**src/rtl/usb_line_monitor_if.sv**
```systemverilog
// Line-state in / bus-condition out bundle between the PHY decoder and the line monitor.
// The monitor takes the slave modport. The PHY side, or a bench, takes the master modport.
interface usb_line_monitor_if;
  logic [1:0] line_state;
  logic       reset_o;
  logic       reset_start_o;
  logic       suspend_o;
  logic       resume_o;
  logic [1:0] state_o;

  modport master (
    output line_state,
    input  reset_o, reset_start_o, suspend_o, resume_o, state_o
  );

  modport slave (
    input  line_state,
    output reset_o, reset_start_o, suspend_o, resume_o, state_o
  );
endinterface

```
**src/rtl/usb_line_monitor.sv**
```systemverilog
// USB bus-condition monitor: run-length filters line_state and flags bus reset, suspend and resume.
// Build option USB_LINE_MON_SUSPEND_EN adds the SUSPEND state, J-idle detection and K resume.
module usb_line_monitor #(
  parameter int RESET_CYCLES   = 128,
  parameter int SUSPEND_CYCLES = 144000,
  parameter int RESUME_CYCLES  = 4800
) (
  input  logic                 clk,
  input  logic                 reset_ni,
  usb_line_monitor_if.slave    bus
);

`ifdef USB_LINE_MON_SUSPEND_EN
  localparam int MAX_RS = (RESET_CYCLES > SUSPEND_CYCLES) ? RESET_CYCLES : SUSPEND_CYCLES;
  localparam int MAXC   = (MAX_RS > RESUME_CYCLES) ? MAX_RS : RESUME_CYCLES;
`else
  localparam int MAXC   = RESET_CYCLES;
`endif
  localparam int CW = $clog2(MAXC + 1);

  if (RESET_CYCLES < 2) begin : g_bad_reset
    $error("usb_line_monitor: RESET_CYCLES must be >= 2");
  end
`ifdef USB_LINE_MON_SUSPEND_EN
  if (SUSPEND_CYCLES <= RESET_CYCLES) begin : g_bad_suspend
    $error("usb_line_monitor: SUSPEND_CYCLES must exceed RESET_CYCLES");
  end
  if (RESUME_CYCLES < 2) begin : g_bad_resume
    $error("usb_line_monitor: RESUME_CYCLES must be >= 2");
  end
`else
  if (SUSPEND_CYCLES < 0 || RESUME_CYCLES < 0) begin : g_ignored
    $info("usb_line_monitor: suspend thresholds are ignored in this build");
  end
`endif

  // The sample classes reuse the line_state encoding. SE1 therefore lands on OTHER.
  typedef enum logic [1:0] {C_SE0 = 2'b00, C_J = 2'b01, C_K = 2'b10, C_OTHER = 2'b11} cls_e;
  typedef enum logic [1:0] {S_ACTIVE = 2'b00, S_RESET = 2'b01, S_SUSPEND = 2'b10} st_e;

  st_e           state_q;
  cls_e          cls_q, smp;
  logic [CW-1:0] run_q, run_next;
  logic          same, sat, fresh;
  logic          hit_rst;
  logic          reset_q, rst_start_q;
`ifdef USB_LINE_MON_SUSPEND_EN
  logic          hit_susp, hit_res;
  logic          susp_q, resume_q;
`endif

  always_comb begin
    smp      = cls_e'(bus.line_state);
    same     = (smp == cls_q);
    sat      = &run_q;
    run_next = !same ? CW'(1) : (sat ? run_q : run_q + CW'(1));
    // A saturated count that is only holding is not a new arrival at the threshold.
    // This keeps each threshold to one hit per run, even when N is all-ones.
    fresh    = !(same && sat);
    hit_rst  = fresh && (smp == C_SE0) && (run_next == CW'(RESET_CYCLES));
`ifdef USB_LINE_MON_SUSPEND_EN
    hit_susp = fresh && (smp == C_J) && (run_next == CW'(SUSPEND_CYCLES));
    hit_res  = fresh && (smp == C_K) && (run_next == CW'(RESUME_CYCLES));
`endif
  end

  always_ff @(posedge clk or negedge reset_ni) begin
    if (!reset_ni) begin
      state_q     <= S_ACTIVE;
      cls_q       <= C_OTHER;
      run_q       <= '0;
      reset_q     <= 1'b0;
      rst_start_q <= 1'b0;
`ifdef USB_LINE_MON_SUSPEND_EN
      susp_q      <= 1'b0;
      resume_q    <= 1'b0;
`endif
    end else begin
      run_q       <= run_next;
      cls_q       <= smp;
      rst_start_q <= 1'b0;
`ifdef USB_LINE_MON_SUSPEND_EN
      resume_q    <= 1'b0;
`endif
      case (state_q)
        S_ACTIVE: begin
          if (hit_rst) begin
            state_q     <= S_RESET;
            reset_q     <= 1'b1;
            rst_start_q <= 1'b1;
          end
`ifdef USB_LINE_MON_SUSPEND_EN
          else if (hit_susp) begin
            state_q <= S_SUSPEND;
            susp_q  <= 1'b1;
          end
`endif
        end
        S_RESET: begin
          if (smp != C_SE0) begin
            state_q <= S_ACTIVE;
            reset_q <= 1'b0;
          end
        end
`ifdef USB_LINE_MON_SUSPEND_EN
        S_SUSPEND: begin
          if (hit_res) begin
            state_q  <= S_ACTIVE;
            susp_q   <= 1'b0;
            resume_q <= 1'b1;
          end else if (hit_rst) begin
            state_q     <= S_RESET;
            susp_q      <= 1'b0;
            reset_q     <= 1'b1;
            rst_start_q <= 1'b1;
          end
        end
`endif
        default: begin
          state_q <= S_ACTIVE;
          reset_q <= 1'b0;
`ifdef USB_LINE_MON_SUSPEND_EN
          susp_q  <= 1'b0;
`endif
        end
      endcase
    end
  end

  assign bus.reset_o       = reset_q;
  assign bus.reset_start_o = rst_start_q;
  assign bus.state_o       = state_q;
`ifdef USB_LINE_MON_SUSPEND_EN
  assign bus.suspend_o     = susp_q;
  assign bus.resume_o      = resume_q;
`else
  assign bus.suspend_o     = 1'b0;
  assign bus.resume_o      = 1'b0;
`endif

endmodule

```
**src/flat_wrapper.sv**
```systemverilog
// flat-port wrapper written by rule: the top's interface ports become plain ports
module usb_line_monitor_flat 
#(
  parameter int RESET_CYCLES   = 128,
  parameter int SUSPEND_CYCLES = 144000,
  parameter int RESUME_CYCLES  = 4800
)
  (clk, reset_ni, bus_line_state, bus_reset_o, bus_reset_start_o, bus_suspend_o, bus_resume_o, bus_state_o);
  usb_line_monitor_if bus_i ();
  input  logic clk;
  input  logic reset_ni;
  input wire logic [$bits(bus_i.line_state)-1:0] bus_line_state;
  output wire logic [$bits(bus_i.reset_o)-1:0] bus_reset_o;
  output wire logic [$bits(bus_i.reset_start_o)-1:0] bus_reset_start_o;
  output wire logic [$bits(bus_i.suspend_o)-1:0] bus_suspend_o;
  output wire logic [$bits(bus_i.resume_o)-1:0] bus_resume_o;
  output wire logic [$bits(bus_i.state_o)-1:0] bus_state_o;
  assign bus_i.line_state = bus_line_state;
  assign bus_reset_o = bus_i.reset_o;
  assign bus_reset_start_o = bus_i.reset_start_o;
  assign bus_suspend_o = bus_i.suspend_o;
  assign bus_resume_o = bus_i.resume_o;
  assign bus_state_o = bus_i.state_o;
  usb_line_monitor #(.RESET_CYCLES(RESET_CYCLES), .SUSPEND_CYCLES(SUSPEND_CYCLES), .RESUME_CYCLES(RESUME_CYCLES)) u_core (.clk(clk), .reset_ni(reset_ni), .bus(bus_i));
endmodule
```
**config.mk**
```make
export PLATFORM = sky130hd
export DESIGN_NAME = usb_line_monitor_flat
export DESIGN_NICKNAME = d
export VERILOG_FILES = /design/src/rtl/usb_line_monitor_if.sv /design/src/rtl/usb_line_monitor.sv /design/src/flat_wrapper.sv
export SDC_FILE = /design/constraint.sdc
export NUM_CORES = 1
export LEC_CHECK = 0
export BUFFER_PORTS_ARGS = -buffer_cell sky130_fd_sc_hd__buf_2
export CORE_MARGIN = 2
export CORE_UTILIZATION = 48
export CTS_CLUSTER_SIZE = 24
export DETAILED_ROUTE_END_ITERATION = 6
export PLACE_DENSITY = 0.68
export REMOVE_ABC_BUFFERS = 1
export SKIP_CTS_REPAIR_TIMING = 1
export SLEW_MARGIN = 20
export SYNTH_ARGS = -nofsm -noshare
export SYNTH_HDL_FRONTEND = slang
export SYNTH_SLANG_ARGS = --single-unit
```
**constraint.sdc**
```tcl
create_clock -name clk -period 1.5 [get_ports clk]
set_input_delay 0.3 -clock clk [delete_from_list [all_inputs] [get_ports clk]]
set_output_delay 0.3 -clock clk [all_outputs]
set_load 0.05 [all_outputs]
```
==> metrics <==
Reg2Reg Depth 5; fin util 0.649; Cell Area, Placed 779 um^2; Reg clk slew, reported paths 0.08 ns; leading cell type in the layout, fill and taps excluded buf_4; Async SR Flop Fraction 1.00; synthesis-to-finish area growth 23.3%; Final ANT Viol Nets 0; Layout Nets 97; hold path cells 1; io pins 10; Die Area 0.00176 mm^2; hpwl dp 1130 um; first-pass GRT wire length 2670 um; Max-Cap Viols 0; fin crit period 1.56 ns; setup ws final -0.0591 ns; Worst Path Arrival 1.74 ns; endpoints failing hold 0; EDFF count, synth 0; initial antenna violation count 0; CTS Root Cell clkbuf_4; Avg WL per Cell 15.1 um; mean post-synth cell area 9.37 um^2; routed via count 644; Tot Pwr 739 uW; DR iter-0 viols 11; LEAKAGE 0.365 nW; layout cells sized above 1 0.330; DRC 0; vias per cell 6.08; final setup vio count 2; Die H 42 um; #FFs+latches synth 12; Crit. End Element flop; Overall Global Routing Usage 0.201; clk_lat worst skew 0.27 ns; num rows 13; commonest non-fill, non-tap cells in the layout buf_4, dfrtp_1, nand2_1; largest net degree at the start of global routing 13; Clock Path Buffers 2; failing checks negative setup slack; VDD IR max 0.000486 V; Setup WS pre-CTS -0.0746 ns; Die X 42 um; htree depth 1; crit path kind flop to flop; Synth Flop Type dfrtp_1; TritonCTS Buffers 3; worst path required time 1.68 ns; startpoint type of the worst setup path flop; FMAX 641 MHz; clock sink count 12; clock skew 0.00158 ns; Syn Inst Count 74; CTS tree done; Max Slew Vio Count 0; RSZ-0062 raised after global routing yes; run status finished, violations left; Port Buffers 6; Core ar. 0.00132 mm^2; Initial Util 0.526; period utilisation layout 1.04; total grt overflow 0; Seq/Total Area, Yosys 0.437; DRT Pass-1 Iters 4; GPL Wtd Cong 0.865; CP Max Fanout 5; Yosys warning total 0; final WL 1600 um; Netlist Area Pre-Place 693 um^2; Final Instance Area 855 um^2; HP Class input port to flop; power per cell area 865 mW/mm^2; vias in the first global route 596; diodes inserted 0; number of distinct library cells after synthesis 31
[area by class of cell]
type	count	area [um^2]
Clock buffer	4	36.3
Fill cell	109	463
Inverter	2	7.51
Multi-Input combinational cell	55	365
Sequential cell	12	304
Tap cell	15	18.8
Timing Repair Buffer	18	123
[through the flow]
stage          hold slack (ns)   TNS, ns  std cells
2_1_floorplan          0.00441    -0.176         69
3_3_place_gp             0.190  -0.00814        101
3_5_place_dp             0.192    -0.134        101
4_1_cts                 -0.111    -0.169        105
5_1_grt                  0.138    -0.239        106
6_report                 0.143    -0.100        106
[per-layer routing]
metal  wire length (um)  global-route usage  vias up
met5                  0                   0        -
met4                 36               0.116        0
met3                 56              0.0259        4
met2                775               0.313       12
met1                732               0.268      323
li1                   -                   -      305
[power by group]
group	internal [mW]	switching, mW	total [mW]
logic	0.0574	0.0724	0.130
registers	0.337	0.0134	0.350
clock network	0.148	0.112	0.259
total	0.542	0.197	0.739
[synth_stat cells, drive strengths merged, types with 2 or more instances]
| cell type | count | share of area |
|---|---|---|
| nand3 | 2 | 0.022 |
| dfstp | 2 | 0.076 |
| xor2 | 2 | 0.025 |
| xnor2 | 2 | 0.025 |
| inv | 2 | 0.011 |
| nand4 | 4 | 0.036 |
| o21ai | 2 | 0.014 |
| nor2 | 6 | 0.032 |
| dfrtp | 10 | 0.36 |
| and4 | 3 | 0.038 |
| a31oi | 2 | 0.018 |
| a21oi | 6 | 0.043 |
| nand2 | 8 | 0.043 |
| a211oi | 2 | 0.022 |
| buf | 6 | 0.070 |
| nor3 | 2 | 0.014 |
[worst paths after layout]
kind                                                   startpoint  slack [ns]                                  to
worst max-delay path                    u_core.run_q[0]$_DFF_PN0_       -0.06   u_core.bus.state_o[0]$_DFFE_PN0P_
worst min-delay path                            bus_line_state[1]        0.14           u_core.cls_q[1]$_DFF_PN1_
worst max register to register          u_core.run_q[0]$_DFF_PN0_       -0.06   u_core.bus.state_o[0]$_DFFE_PN0P_
worst min register to register  u_core.bus.state_o[0]$_DFFE_PN0P_        0.51  u_core.bus.reset_start_o$_DFF_PN0_
max in group asynchronous                                reset_ni        0.80           u_core.cls_q[1]$_DFF_PN1_
min in group asynchronous                                reset_ni        0.43           u_core.run_q[6]$_DFF_PN0_
[kinds of logic after synthesis]
| group | count (synthesis) | synth area share |
|---|---|---|
| AOI/OAI and AO/OA | 19 | 0.184 |
| xor gates and xnor gates | 4 | 0.0506 |
| adders and majority gates | 1 | 0.0180 |
| buffers and inverters | 9 | 0.0866 |
| DFF | 12 | 0.437 |
| other | 1 | 0.00541 |
| and+or+nand+nor | 28 | 0.218 |
[registers in the layout, indices dropped and copies added, names as in the netlist]
| signal | count |
|---|---|
| u_core.bus.reset_start_o | 1 |
| u_core.bus.state_o | 1 |
| u_core.cls_q | 2 |
| u_core.run_q | 8 |
[critical path, cell delays in order, from the launching register on]
cell	delay (ns)
dfrtp_1	0.41
ha_4	0.18
nand3_2	0.07
or3_4	0.34
o32a_1	0.20
o31ai_1	0.26
Power figures use the tool's default switching activity.
